==> config.mk <==
export PLATFORM = sky130hd
export DESIGN_NAME = mem_arbiter_flat
export DESIGN_NICKNAME = d
export VERILOG_FILES = /design/src/rtl/mem_arbiter_if.sv /design/src/rtl/mem_arbiter.sv /design/src/flat_wrapper.sv
export SDC_FILE = /design/constraint.sdc
export NUM_CORES = 1
export LEC_CHECK = 0
export BUFFER_PORTS_ARGS = -buffer_cell sky130_fd_sc_hd__buf_2
export CAP_MARGIN = 30
export CORE_AREA = 2 2 148 150
export DETAILED_ROUTE_END_ITERATION = 16
export DIE_AREA = 0 0 150 152
export PLACE_DENSITY_LB_ADDON = 0.08
export SYNTH_ARGS = -nofsm -noshare
export SYNTH_HDL_FRONTEND = slang
export SYNTH_SLANG_ARGS = --single-unit
==> constraint.sdc <==
create_clock -name clock -period 7.3 [get_ports clock]
set_clock_uncertainty 0.15 [all_clocks]
set_input_delay 0.365 -clock clock [delete_from_list [all_inputs] [get_ports clock]]
set_output_delay 0.365 -clock clock [all_outputs]
set_load 0.1 [all_outputs]
==> src/rtl/mem_arbiter_if.sv <==
// Request/response bundle between the two cache requesters, memory and the arbiter.
// master = environment side (caches + memory), slave = the arbiter.
interface mem_arbiter_if;
  logic        ic_req_valid;
  logic [31:0] ic_req_addr;
  logic        ic_req_accepted;
  logic        dc_req_valid;
  logic [1:0]  dc_req_cmd;
  logic [31:0] dc_req_addr;
  logic [63:0] dc_req_data;
  logic        dc_req_accepted;
  logic [1:0]  mem_cmd;
  logic [31:0] mem_addr;
  logic [63:0] mem_wdata;
  logic [3:0]  mem_resp_tag;
  logic [3:0]  req_tag;
  logic [63:0] mem_data;
  logic [3:0]  mem_data_tag;
  logic        ic_data_valid;
  logic        dc_data_valid;
  logic [63:0] data_out;
  logic [3:0]  data_tag;
  logic [3:0]  outstanding;
  logic        tag_error;

  modport master (
    output ic_req_valid, ic_req_addr, dc_req_valid, dc_req_cmd, dc_req_addr, dc_req_data,
           mem_resp_tag, mem_data, mem_data_tag,
    input  ic_req_accepted, dc_req_accepted, mem_cmd, mem_addr, mem_wdata, req_tag,
           ic_data_valid, dc_data_valid, data_out, data_tag, outstanding, tag_error
  );

  modport slave (
    input  ic_req_valid, ic_req_addr, dc_req_valid, dc_req_cmd, dc_req_addr, dc_req_data,
           mem_resp_tag, mem_data, mem_data_tag,
    output ic_req_accepted, dc_req_accepted, mem_cmd, mem_addr, mem_wdata, req_tag,
           ic_data_valid, dc_data_valid, data_out, data_tag, outstanding, tag_error
  );
endinterface

==> src/rtl/mem_arbiter.sv <==
// Icache/dcache memory arbiter with starvation guard and per-tag load ownership table.
// Grant, accept and return routing are same-cycle; retries on mem_resp_tag == 0 need no arbiter state.
module mem_arbiter #(
  parameter int STARVE_LIMIT = 4,
  parameter int NUM_MEM_TAGS = 15
) (
  input  logic         clock,
  input  logic         reset,
  mem_arbiter_if.slave bus
);
  localparam logic [1:0] CMD_NONE  = 2'd0;
  localparam logic [1:0] CMD_LOAD  = 2'd1;
  localparam logic [2:0] LIMIT     = 3'(STARVE_LIMIT);

  // Entries above NUM_MEM_TAGS and entry 0 are never set, so any tag value indexes safely.
  function automatic logic [15:0] tag_mask_f();
    logic [15:0] m;
    m = '0;
    for (int t = 1; t <= NUM_MEM_TAGS && t < 16; t++) m[t] = 1'b1;
    return m;
  endfunction
  localparam logic [15:0] TAG_MASK = tag_mask_f();

  logic [15:0] r_valid, r_owner;
  logic [2:0]  r_starve_cnt;
  logic [3:0]  r_outstanding;
  logic        r_tag_error;

  logic [15:0] w_valid, w_owner, w_valid_nxt, w_owner_nxt;
  logic [2:0]  w_starve_cnt, w_starve_nxt;
  logic        w_ic_prio, w_gnt_ic, w_gnt_dc, w_tag_ok;
  logic        w_ic_acc, w_dc_acc, w_load_acc, w_load_ok;
  logic        w_ret_nz, w_ret_hit, w_same_tag, w_err_set;

  // While reset is held, combinational outputs already see the cleared state.
  assign w_valid      = reset ? '0 : r_valid;
  assign w_owner      = reset ? '0 : r_owner;
  assign w_starve_cnt = reset ? '0 : r_starve_cnt;

  assign w_ic_prio = bus.ic_req_valid && (w_starve_cnt == LIMIT);
  assign w_gnt_dc  = bus.dc_req_valid && !w_ic_prio;
  assign w_gnt_ic  = bus.ic_req_valid && !w_gnt_dc;
  assign w_tag_ok  = (bus.mem_resp_tag != 4'd0);
  assign w_ic_acc  = w_gnt_ic && w_tag_ok;
  assign w_dc_acc  = w_gnt_dc && w_tag_ok;

  assign bus.ic_req_accepted = w_ic_acc;
  assign bus.dc_req_accepted = w_dc_acc;
  assign bus.req_tag         = bus.mem_resp_tag;
  assign bus.data_out        = bus.mem_data;
  assign bus.data_tag        = bus.mem_data_tag;

  always_comb begin
    bus.mem_cmd   = CMD_NONE;
    bus.mem_addr  = '0;
    bus.mem_wdata = '0;
    if (w_gnt_dc) begin
      bus.mem_cmd   = bus.dc_req_cmd;
      bus.mem_addr  = bus.dc_req_addr;
      bus.mem_wdata = bus.dc_req_data;
    end else if (w_gnt_ic) begin
      bus.mem_cmd   = CMD_LOAD;
      bus.mem_addr  = bus.ic_req_addr;
    end
  end

  assign w_load_acc = w_ic_acc || (w_dc_acc && bus.dc_req_cmd == CMD_LOAD);
  assign w_load_ok  = TAG_MASK[bus.mem_resp_tag];
  assign w_ret_nz   = (bus.mem_data_tag != 4'd0);
  assign w_ret_hit  = w_ret_nz && w_valid[bus.mem_data_tag];
  assign w_same_tag = w_ret_hit && (bus.mem_data_tag == bus.mem_resp_tag);

  assign bus.ic_data_valid = w_ret_hit && !w_owner[bus.mem_data_tag];
  assign bus.dc_data_valid = w_ret_hit &&  w_owner[bus.mem_data_tag];

  // Clear on return first, then a same-cycle accept on the same tag re-sets it.
  always_comb begin
    w_valid_nxt = w_valid;
    w_owner_nxt = w_owner;
    if (w_ret_hit) w_valid_nxt[bus.mem_data_tag] = 1'b0;
    if (w_load_acc && w_load_ok) begin
      w_valid_nxt[bus.mem_resp_tag] = 1'b1;
      w_owner_nxt[bus.mem_resp_tag] = w_gnt_dc;
    end
  end

  assign w_err_set = (w_ret_nz && !w_ret_hit)
                   || (w_load_acc && !w_load_ok)
                   || (w_load_acc && w_load_ok && w_valid[bus.mem_resp_tag] && !w_same_tag);

  always_comb begin
    w_starve_nxt = w_starve_cnt;
    if (!bus.ic_req_valid || w_ic_acc) w_starve_nxt = 3'd0;
    else if (w_starve_cnt != LIMIT)    w_starve_nxt = w_starve_cnt + 3'd1;
  end

  always_ff @(posedge clock) begin
    if (reset) begin
      r_valid       <= '0;
      r_owner       <= '0;
      r_starve_cnt  <= '0;
      r_outstanding <= '0;
      r_tag_error   <= 1'b0;
    end else begin
      r_valid       <= w_valid_nxt;
      r_owner       <= w_owner_nxt;
      r_starve_cnt  <= w_starve_nxt;
      r_outstanding <= 4'($countones(w_valid_nxt));
      r_tag_error   <= r_tag_error || w_err_set;
    end
  end

  assign bus.outstanding = reset ? 4'd0 : r_outstanding;
  assign bus.tag_error   = reset ? 1'b0 : r_tag_error;
endmodule

==> src/flat_wrapper.sv <==
// flat-port wrapper written by rule: the top's interface ports become plain ports
module mem_arbiter_flat 
#(
  parameter int STARVE_LIMIT = 4,
  parameter int NUM_MEM_TAGS = 15
)
  (clock, reset, bus_ic_req_valid, bus_ic_req_addr, bus_dc_req_valid, bus_dc_req_cmd, bus_dc_req_addr, bus_dc_req_data, bus_mem_resp_tag, bus_mem_data, bus_mem_data_tag, bus_ic_req_accepted, bus_dc_req_accepted, bus_mem_cmd, bus_mem_addr, bus_mem_wdata, bus_req_tag, bus_ic_data_valid, bus_dc_data_valid, bus_data_out, bus_data_tag, bus_outstanding, bus_tag_error);
  mem_arbiter_if bus_i ();
  input  logic clock;
  input  logic reset;
  input wire logic [$bits(bus_i.ic_req_valid)-1:0] bus_ic_req_valid;
  input wire logic [$bits(bus_i.ic_req_addr)-1:0] bus_ic_req_addr;
  input wire logic [$bits(bus_i.dc_req_valid)-1:0] bus_dc_req_valid;
  input wire logic [$bits(bus_i.dc_req_cmd)-1:0] bus_dc_req_cmd;
  input wire logic [$bits(bus_i.dc_req_addr)-1:0] bus_dc_req_addr;
  input wire logic [$bits(bus_i.dc_req_data)-1:0] bus_dc_req_data;
  input wire logic [$bits(bus_i.mem_resp_tag)-1:0] bus_mem_resp_tag;
  input wire logic [$bits(bus_i.mem_data)-1:0] bus_mem_data;
  input wire logic [$bits(bus_i.mem_data_tag)-1:0] bus_mem_data_tag;
  output wire logic [$bits(bus_i.ic_req_accepted)-1:0] bus_ic_req_accepted;
  output wire logic [$bits(bus_i.dc_req_accepted)-1:0] bus_dc_req_accepted;
  output wire logic [$bits(bus_i.mem_cmd)-1:0] bus_mem_cmd;
  output wire logic [$bits(bus_i.mem_addr)-1:0] bus_mem_addr;
  output wire logic [$bits(bus_i.mem_wdata)-1:0] bus_mem_wdata;
  output wire logic [$bits(bus_i.req_tag)-1:0] bus_req_tag;
  output wire logic [$bits(bus_i.ic_data_valid)-1:0] bus_ic_data_valid;
  output wire logic [$bits(bus_i.dc_data_valid)-1:0] bus_dc_data_valid;
  output wire logic [$bits(bus_i.data_out)-1:0] bus_data_out;
  output wire logic [$bits(bus_i.data_tag)-1:0] bus_data_tag;
  output wire logic [$bits(bus_i.outstanding)-1:0] bus_outstanding;
  output wire logic [$bits(bus_i.tag_error)-1:0] bus_tag_error;
  assign bus_i.ic_req_valid = bus_ic_req_valid;
  assign bus_i.ic_req_addr = bus_ic_req_addr;
  assign bus_i.dc_req_valid = bus_dc_req_valid;
  assign bus_i.dc_req_cmd = bus_dc_req_cmd;
  assign bus_i.dc_req_addr = bus_dc_req_addr;
  assign bus_i.dc_req_data = bus_dc_req_data;
  assign bus_i.mem_resp_tag = bus_mem_resp_tag;
  assign bus_i.mem_data = bus_mem_data;
  assign bus_i.mem_data_tag = bus_mem_data_tag;
  assign bus_ic_req_accepted = bus_i.ic_req_accepted;
  assign bus_dc_req_accepted = bus_i.dc_req_accepted;
  assign bus_mem_cmd = bus_i.mem_cmd;
  assign bus_mem_addr = bus_i.mem_addr;
  assign bus_mem_wdata = bus_i.mem_wdata;
  assign bus_req_tag = bus_i.req_tag;
  assign bus_ic_data_valid = bus_i.ic_data_valid;
  assign bus_dc_data_valid = bus_i.dc_data_valid;
  assign bus_data_out = bus_i.data_out;
  assign bus_data_tag = bus_i.data_tag;
  assign bus_outstanding = bus_i.outstanding;
  assign bus_tag_error = bus_i.tag_error;
  mem_arbiter #(.STARVE_LIMIT(STARVE_LIMIT), .NUM_MEM_TAGS(NUM_MEM_TAGS)) u_core (.clock(clock), .reset(reset), .bus(bus_i));
endmodule
==> results of run 1 <==
[report_power, final]
group	switching (mW)	leakage, nW	total, mW	internal (mW)
Sequential	0.00205	0.323	0.225	0.223
Combinational	0.366	2.23	0.453	0.0874
Clock	0.0926	0.0702	0.229	0.136
Total	0.460	2.62	0.907	0.447
[cell usage in the layout (no fill, tap or decap), types with 2 or more instances in the layout]
cell,count
sky130_fd_sc_hd__diode_2,3
sky130_fd_sc_hd__or2_2,5
sky130_fd_sc_hd__mux4_2,9
sky130_fd_sc_hd__inv_1,13
sky130_fd_sc_hd__nor4_1,4
sky130_fd_sc_hd__ha_1,13
sky130_fd_sc_hd__and2_1,66
sky130_fd_sc_hd__a21oi_1,18
sky130_fd_sc_hd__buf_2,256
sky130_fd_sc_hd__fa_1,11
sky130_fd_sc_hd__mux4_1,3
sky130_fd_sc_hd__nand2b_1,3
sky130_fd_sc_hd__nor3_1,10
sky130_fd_sc_hd__nor2b_1,16
sky130_fd_sc_hd__xnor2_1,2
sky130_fd_sc_hd__or3_1,3
sky130_fd_sc_hd__xor2_1,3
sky130_fd_sc_hd__mux2_2,2
sky130_fd_sc_hd__nand2_1,87
sky130_fd_sc_hd__nand4_1,2
sky130_fd_sc_hd__a211oi_1,2
sky130_fd_sc_hd__nor2_1,27
sky130_fd_sc_hd__clkbuf_16,5
sky130_fd_sc_hd__buf_4,2
sky130_fd_sc_hd__o21ai_0,63
sky130_fd_sc_hd__nor3b_1,2
sky130_fd_sc_hd__dfxtp_1,40
sky130_fd_sc_hd__o211ai_1,2
sky130_fd_sc_hd__o311ai_1,3
sky130_fd_sc_hd__nand3_1,4
sky130_fd_sc_hd__mux2i_1,15
sky130_fd_sc_hd__a21boi_0,2
[registers in the layout, indices dropped and copies added, names as in the netlist]
| signal | count |
|---|---|
| u_core.r_starve_cnt | 3 |
| u_core.r_tag_error | 1 |
| u_core.r_outstanding | 4 |
| u_core.r_valid | 16 |
| u_core.r_owner | 16 |
[area by class of cell]
cell class              count  area (um^2)  area share
clock inverters             1         7.51     0.00142
clock buffers               7          143      0.0270
diodes                      3         7.51     0.00142
inverters                  14         52.6     0.00994
repair buffers            259         1320       0.249
flip-flops and latches     40          801       0.151
well taps                 280          350      0.0663
multi-input cells         390         2610       0.494
[layer usage]
metal	up-vias	routed length (um)
li1	2092	-
met1	1918	6370
met2	201	7720
met3	31	1290
met4	0	447
met5	-	0
[through the flow]
| step | total power, mW | setup slack (ps) | util | hold slack [ps] | instances |
|---|---|---|---|---|---|
| after global routing | 0.946 | 1240 | 0.248 | 331 | 994 |
| after detailed placement | 0.685 | 1300 | 0.240 | 311 | 983 |
| after global placement | 0.685 | 1440 | 0.239 | 316 | 982 |
| final | 0.907 | 1650 | 0.248 | 317 | 994 |
| after CTS | 0.916 | 1570 | 0.247 | 324 | 991 |
| after floorplan | 0.757 | 1920 | - | 283 | 555 |
[worst max-delay path, delay by kind of cell]
kind	cells	cell delay, ps
compound gates	1	100
xor+xnor	2	320
fa+ha+maj	7	2840
buf+inv	4	670
simple gates	5	1320
[final timing paths]
check	start	depth (start not counted)	endpoint	slack, ps
worst max register to register	u_core.r_starve_cnt[0]	19	u_core.r_outstanding[3]	1750
worst min-delay path	u_core.r_tag_error	2	u_core.r_tag_error	320
worst min register to register	u_core.r_tag_error	2	u_core.r_tag_error	320
worst max-delay path	reset	19	u_core.r_outstanding[3]	1650
[cells by family (layout without fill, tap and decap cells)]
family / Yosys count / count (layout) / share of synthesized area
adders and majority gates: 24 / 24 / 0.0919
xor gates and xnor gates: 5 / 5 / 0.0105
other: 0 / 3 / 0
AOI/OAI and AO/OA: 98 / 98 / 0.131
buffers and inverters: 125 / 281 / 0.183
and+or+nand+nor: 234 / 234 / 0.283
muxes: 29 / 29 / 0.109
DFF: 40 / 40 / 0.192
==> impl_metrics.env, run 1 <==
export IMPL_vdd_ir_drop_worst_v=0.0000593
export IMPL_cts_buffers=5
export IMPL_synth_nets=785
export IMPL_dieArea_um2=22800
export IMPL_kind_of_start_point_of_the_critical_path="input pin"
export IMPL_cts_root_buffer_cell="sky130_fd_sc_hd__clkbuf_16"
export IMPL_grt_antenna_before_repair=3
export IMPL_cts_root_to_sink_buffers=2
export IMPL_cp_data_required_time_ps=7300
export IMPL_synth_largest_type_area_fraction=0.192
export IMPL_globalRouteMet3Util=0.0312
export IMPL_synthCells=555
export IMPL_clk_insertion_delay_late_ps=290
export IMPL_via_cell_ratio=4.27
export IMPL_ranking_of_synthesized_cells_by_area="sky130_fd_sc_hd__dfxtp_1 19%, sky130_fd_sc_hd__buf_4 13%, sky130_fd_sc_hd__and2_1 9.9%, sky130_fd_sc_hd__nand2_1 7.8%, sky130_fd_sc_hd__o21ai_0 7.6%"
export IMPL_power_static_leakage_nw=2.62
export IMPL_cts_sink_count=40
export IMPL_io_pins=385
export IMPL_first_global_vias=4298
export IMPL_top_cell_type_by_total_area_after_synthesis="sky130_fd_sc_hd__dfxtp_1"
export IMPL_placement_rows=54
export IMPL_async_reset_ff_frac=0
export IMPL_worst_slew_margin_rel=0.439
export IMPL_dr_first_iter_drc_count=300
export IMPL_nets=940
export IMPL_detailedRoute_firstPassIterationCount=4
export IMPL_grt_pass1_wl_mm=24.1
export IMPL_fmaxAchievable_ghz=0.177
export IMPL_synth_seq_area_share=0.192
export IMPL_grt_remaining_overflow=0
export IMPL_run_status="finished clean"
export IMPL_gp_congestion=0.824
export IMPL_crit_fanout=65
export IMPL_yosys_cell_count_top_type="sky130_fd_sc_hd__nand2_1"
export IMPL_path_clk_slew_ps=60
export IMPL_postSynthRegisterBits=40
export IMPL_finalSetupViolCount=0
export IMPL_post_cts_resize_count=0
export IMPL_grt_max_degree=91
export IMPL_cp_cell_sequence="buf_2 > buf_4 > and4b_1 > nor3_2 > nor3_1 > nand3_1 > o21ai_0 > ha_1 > inv_1 > fa_1 > inv_1 > fa_1 > fa_1 > fa_1 > ha_1 > fa_1 > xor2_1 > xnor2_1 > nor2_1"
export IMPL_final_cell_area_um2=5290
export IMPL_critical_path_slowest_cell="sky130_fd_sc_hd__fa_1"
export IMPL_timing_setup_tns_ps=0
export IMPL_die_x_um=150
export IMPL_routed_wl_mm=15.8
export IMPL_groute_layer_met1_usage=0.164
export IMPL_antenna_left=0
export IMPL_area_growth_syn_to_layout_pct=26.9
export IMPL_min_path_type="reg2reg"
export IMPL_placedInstanceArea_um2=5130
export IMPL_via_count=4242
export IMPL_power_per_cell_area_nw_per_um2=172
export IMPL_number_of_synthesized_flops_with_an_enable_pin=0
export IMPL_critical_path_arrival_ps=5650
export IMPL_clock_tree_htree_level_count=2
export IMPL_yosysWarnings=0
export IMPL_synth_avg_cell_area_um2=7.50
export IMPL_max_cap_viol_count=0
export IMPL_final_period_utilization=0.774
export IMPL_max_slew_violation_total_from_the_final_report=0
export IMPL_crit_path_max_incr_delay_ps=530
export IMPL_cp_end_kind="flop"
export IMPL_cts_setup_buffers=0
export IMPL_period_needed_ps=5650
export IMPL_post_cts_hold_fix_bufs=0
export IMPL_routed_wire_length_per_instance_um=15.9
export IMPL_synth_flop_type="sky130_fd_sc_hd__dfxtp_1"
export IMPL_post_synth_most_frequent_cells="87 x sky130_fd_sc_hd__nand2_1, 72 x sky130_fd_sc_hd__buf_4, 66 x sky130_fd_sc_hd__and2_1"
export IMPL_drc_violations_left=0
export IMPL_grt_met2_usage=0.228
export IMPL_io_buffers=256
export IMPL_setup_repair_after_global_routing_missed_its_margin="no"
export IMPL_cp_common_cell="sky130_fd_sc_hd__fa_1"
export IMPL_worstSetupPathType="in2reg"
export IMPL_timing_worst_slew_pin_value_ps=834
export IMPL_fp_dieH_um=152
export IMPL_finalHoldViolCount=0
export IMPL_gr_usage_all_layers=0.135
export IMPL_synth_area_um2=4170
export IMPL_grt_busiest_layer="met2"
export IMPL_cts_tree="built"
export IMPL_post_synth_num_cell_types=46
export IMPL_core_area_um2=21400
export IMPL_starting_utilization_of_the_core_area=0.195
export IMPL_final_layout_size_suffix_gt1_frac=0.399
export IMPL_detailedPlacementHpwl_mm=12.8
export IMPL_nFillCells=2440
No activity file was read; power rests on OpenSTA's default activity.
==> run 2, diff against run 1 <==
Settings changed: ABC_AREA set to 1, CORE_AREA 2 2 148 150 to 2 2 149 151, DIE_AREA 0 0 150 152 to 0 0 151 153.
Clock period 7.3 ns to 5.9 ns, I/O delays scaled along.
==> impl_metrics.env, run 2 <==
export IMPL_r2r_end="u_core.r_outstanding[3]"
export IMPL_worstSetupPathType="reg2reg"
export IMPL_worst_reg_to_reg_setup_slack_ps=800
export IMPL_nets=1078
export IMPL_synth_nets=903
export IMPL_hold_path_startpoint="bus_ic_req_valid"
export IMPL_io_pins=385
export IMPL_worst_slew_margin_rel=0.651
export IMPL_io_buffers=256
export IMPL_power_static_leakage_nw=3.26
export IMPL_max_slew_violation_total_from_the_final_report=0
export IMPL_period_needed_ps=5100
export IMPL_cp_data_required_time_ps=5980
export IMPL_final_period_utilization=0.864
export IMPL_postSynthRegisterBits=40
export IMPL_cp_end_kind="flop"
export IMPL_power_net_switching_uw=609
export IMPL_cts_setup_buffers=0
export IMPL_post_synth_most_frequent_cells="133 x sky130_fd_sc_hd__nor2_1, 110 x sky130_fd_sc_hd__nand2_1, 109 x sky130_fd_sc_hd__inv_1"
export IMPL_placement_rows=54
export IMPL_finalHoldViolCount=0
export IMPL_critical_path_arrival_ps=5180
export IMPL_starting_utilization_of_the_core_area=0.196
export IMPL_r2r_start="u_core.r_starve_cnt[0]"
export IMPL_cts_root_to_sink_buffers=2
export IMPL_power_clock_fraction=0.248
export IMPL_switching_share=0.522
export IMPL_fp_dieH_um=153
export IMPL_crit_fanout=19
export IMPL_met2_length_mm=8.86
export IMPL_share_comb_of_total_power=0.513
export IMPL_routed_wire_length_per_instance_um=16.8
export IMPL_post_synth_num_cell_types=31
export IMPL_area_growth_syn_to_layout_pct=27.9
export IMPL_fmaxAchievable_ghz=0.196
export IMPL_pwr_share_seq=0.238
export IMPL_min_path_type="in2reg"
export IMPL_synthCells=673
export IMPL_run_status="finished clean"
export IMPL_cts_sink_count=40
export IMPL_post_cts_hold_fix_bufs=0
export IMPL_hold_path_depth=3
export IMPL_antenna_cells_inserted=0
export IMPL_clk_insertion_delay_late_ps=300
export IMPL_final_layout_size_suffix_gt1_frac=0.346
export IMPL_ranking_of_synthesized_cells_by_area="sky130_fd_sc_hd__dfxtp_1 19%, sky130_fd_sc_hd__buf_4 13%, sky130_fd_sc_hd__nor2_1 12%, sky130_fd_sc_hd__nand2_1 9.8%, sky130_fd_sc_hd__inv_1 9.7%"
export IMPL_cts_buffers=5
export IMPL_detailedRoute_firstPassIterationCount=4
export IMPL_max_cap_viol_count=0
export IMPL_drt_met1_wl_mm=8.03
export IMPL_synth_largest_type_area_fraction=0.191
export IMPL_rr_worst_depth=24
export IMPL_timing_setup_tns_ps=0
export IMPL_synth_seq_area_share=0.191
export IMPL_grt_pass1_wl_mm=27.8
export IMPL_yosysWarnings=0
export IMPL_path_clk_slew_ps=60
export IMPL_utilization=0.250
export IMPL_via_count=4687
export IMPL_setup_repair_after_global_routing_missed_its_margin="no"
export IMPL_first_global_vias=4677
export IMPL_detailedPlacementHpwl_mm=16.0
export IMPL_dr_first_iter_drc_count=201
export IMPL_clock_tree_htree_level_count=2
export IMPL_met3_wirelength_mm=1.63
export IMPL_power_per_cell_area_nw_per_um2=217
export IMPL_antenna_left=0
export IMPL_kind_of_start_point_of_the_critical_path="flop"
export IMPL_cts_root_buffer_cell="sky130_fd_sc_hd__clkbuf_16"
export IMPL_grt_remaining_overflow=0
export IMPL_post_cts_resize_count=0
export IMPL_mostFrequentLayoutCells="256 x sky130_fd_sc_hd__buf_2, 133 x sky130_fd_sc_hd__nor2_1, 110 x sky130_fd_sc_hd__nand2_1, 109 x sky130_fd_sc_hd__inv_1, 40 x sky130_fd_sc_hd__dfxtp_1"
export IMPL_gr_usage_all_layers=0.161
export IMPL_cts_tree="built"
export IMPL_mostFrequentLayoutCell="sky130_fd_sc_hd__buf_2"
export IMPL_yosys_cell_count_top_type="sky130_fd_sc_hd__nor2_1"
export IMPL_dieArea_um2=23100
export IMPL_highest_layer="met5"
export IMPL_synth_flop_type="sky130_fd_sc_hd__dfxtp_1"
export IMPL_gp_congestion=0.816
export IMPL_top_cell_type_by_total_area_after_synthesis="sky130_fd_sc_hd__dfxtp_1"
export IMPL_largest_registers="u_core.r_owner x16, u_core.r_valid x16, u_core.r_outstanding x4"
export IMPL_die_x_um=151
export IMPL_number_of_synthesized_flops_with_an_enable_pin=0
export IMPL_timing_worst_slew_pin_value_ps=522
export IMPL_grt_max_degree=44
export IMPL_vdd_ir_drop_worst_v=0.000105
export IMPL_async_reset_ff_frac=0
export IMPL_drc_violations_left=0
export IMPL_synth_area_um2=4200
export IMPL_via_cell_ratio=4.15
export IMPL_core_area_um2=21500
export IMPL_finalSetupViolCount=0
export IMPL_grt_antenna_before_repair=2
export IMPL_timing_hold_worst_endpoint="u_core.r_starve_cnt[1]"
export IMPL_routed_wl_mm=19.0
export IMPL_p_int_uw=558
export IMPL_synth_avg_cell_area_um2=6.24
## run 2: cell count changes in the layout (fill, tap and decap cells not counted), moves of 15 or more
cell	delta
sky130_fd_sc_hd__inv_1	+96
sky130_fd_sc_hd__nor2_1	+106
sky130_fd_sc_hd__nor2b_1	-16
sky130_fd_sc_hd__and2_1	-66
sky130_fd_sc_hd__mux2i_1	-15
sky130_fd_sc_hd__a22o_1	+33
sky130_fd_sc_hd__o21ai_0	-47
sky130_fd_sc_hd__a21oi_1	+16
sky130_fd_sc_hd__nand3_1	+19
sky130_fd_sc_hd__nand2_1	+23
## run 2: final cells by class
class                   instances  area [um^2]
repair buffers                266         1360
inverters                     113          425
multi-input cells             422         2300
well taps                     280          350
fillers                      2535        16100
clock buffers                   8          146
flip-flops and latches         40          801
## run 2: through the flow
step                instances  total power [mW]  hold slack (ps)  cell area, um^2  setup slack [ps]
global route             1129              1.22              218             5380               482
detailed placement       1121             0.888              272             5230               537
floorplan                 673             0.958              228             4200               419
finish                   1129              1.17              198             5380               800
global placement         1121             0.890              259             5230               561
CTS                      1129              1.19              182             5380               757
## run 2: kinds of logic (layout without fill, tap and decap cells)
logic type / after synthesis / in the layout / synth area share
adder cells (fa/ha/maj): 24 / 24 / 0.0911
buffers and inverters: 211 / 387 / 0.263
AND/OR/NAND/NOR: 292 / 292 / 0.286
flip-flops: 40 / 40 / 0.191
AO/OA/AOI/OAI: 102 / 102 / 0.161
XOR/XNOR: 4 / 4 / 0.00834
## run 2: power by group through the flow
stage | logic, mW | registers (mW) | clock network (mW)
after CTS | 0.605 | 0.278 | 0.304
after global placement | 0.606 | 0.284 | 0
after detailed placement | 0.604 | 0.284 | 0
final | 0.600 | 0.278 | 0.290
after floorplan | 0.675 | 0.283 | 0
after global routing | 0.633 | 0.279 | 0.312
## run 2: worst max path at each step
| stage | start | to | slack, ps |
|---|---|---|---|
| after detailed placement | reset | u_core.r_outstanding[3] | 540 |
| final | u_core.r_starve_cnt[0] | u_core.r_outstanding[3] | 800 |
| after floorplan | reset | u_core.r_outstanding[3] | 420 |
| after global placement | reset | u_core.r_outstanding[3] | 560 |
| after global routing | u_core.r_starve_cnt[0] | u_core.r_outstanding[3] | 480 |
| after CTS | u_core.r_starve_cnt[0] | u_core.r_outstanding[3] | 760 |
## run 2: worst max-delay path, cell delays in order, from the launching register on
cell and delay, ps:
sky130_fd_sc_hd__dfxtp_1 320, sky130_fd_sc_hd__nand2_1 90, sky130_fd_sc_hd__ha_1 200, sky130_fd_sc_hd__inv_1 90
sky130_fd_sc_hd__nor2_2 60, sky130_fd_sc_hd__nand2_1 70, sky130_fd_sc_hd__nand2_2 80, sky130_fd_sc_hd__nand2_2 100
sky130_fd_sc_hd__clkinv_2 80, sky130_fd_sc_hd__nand2_4 80, sky130_fd_sc_hd__nand2_4 150, sky130_fd_sc_hd__nand2_1 140
sky130_fd_sc_hd__nand2_1 80, sky130_fd_sc_hd__ha_1 270, sky130_fd_sc_hd__inv_1 50, sky130_fd_sc_hd__fa_1 540
sky130_fd_sc_hd__inv_1 60, sky130_fd_sc_hd__fa_1 410, sky130_fd_sc_hd__fa_1 500, sky130_fd_sc_hd__fa_1 490
sky130_fd_sc_hd__ha_1 220, sky130_fd_sc_hd__fa_1 370, sky130_fd_sc_hd__xor2_1 200, sky130_fd_sc_hd__o21ai_0 90
sky130_fd_sc_hd__a21oi_1 130
## run 2: routing by layer
| layer | up-vias | GRT usage |
|---|---|---|
| li1 | 2356 | - |
| met2 | 227 | 0.265 |
| met3 | 32 | 0.0522 |
| met5 | - | 0.00652 |
| met1 | 2068 | 0.198 |
| met4 | 4 | 0.0494 |
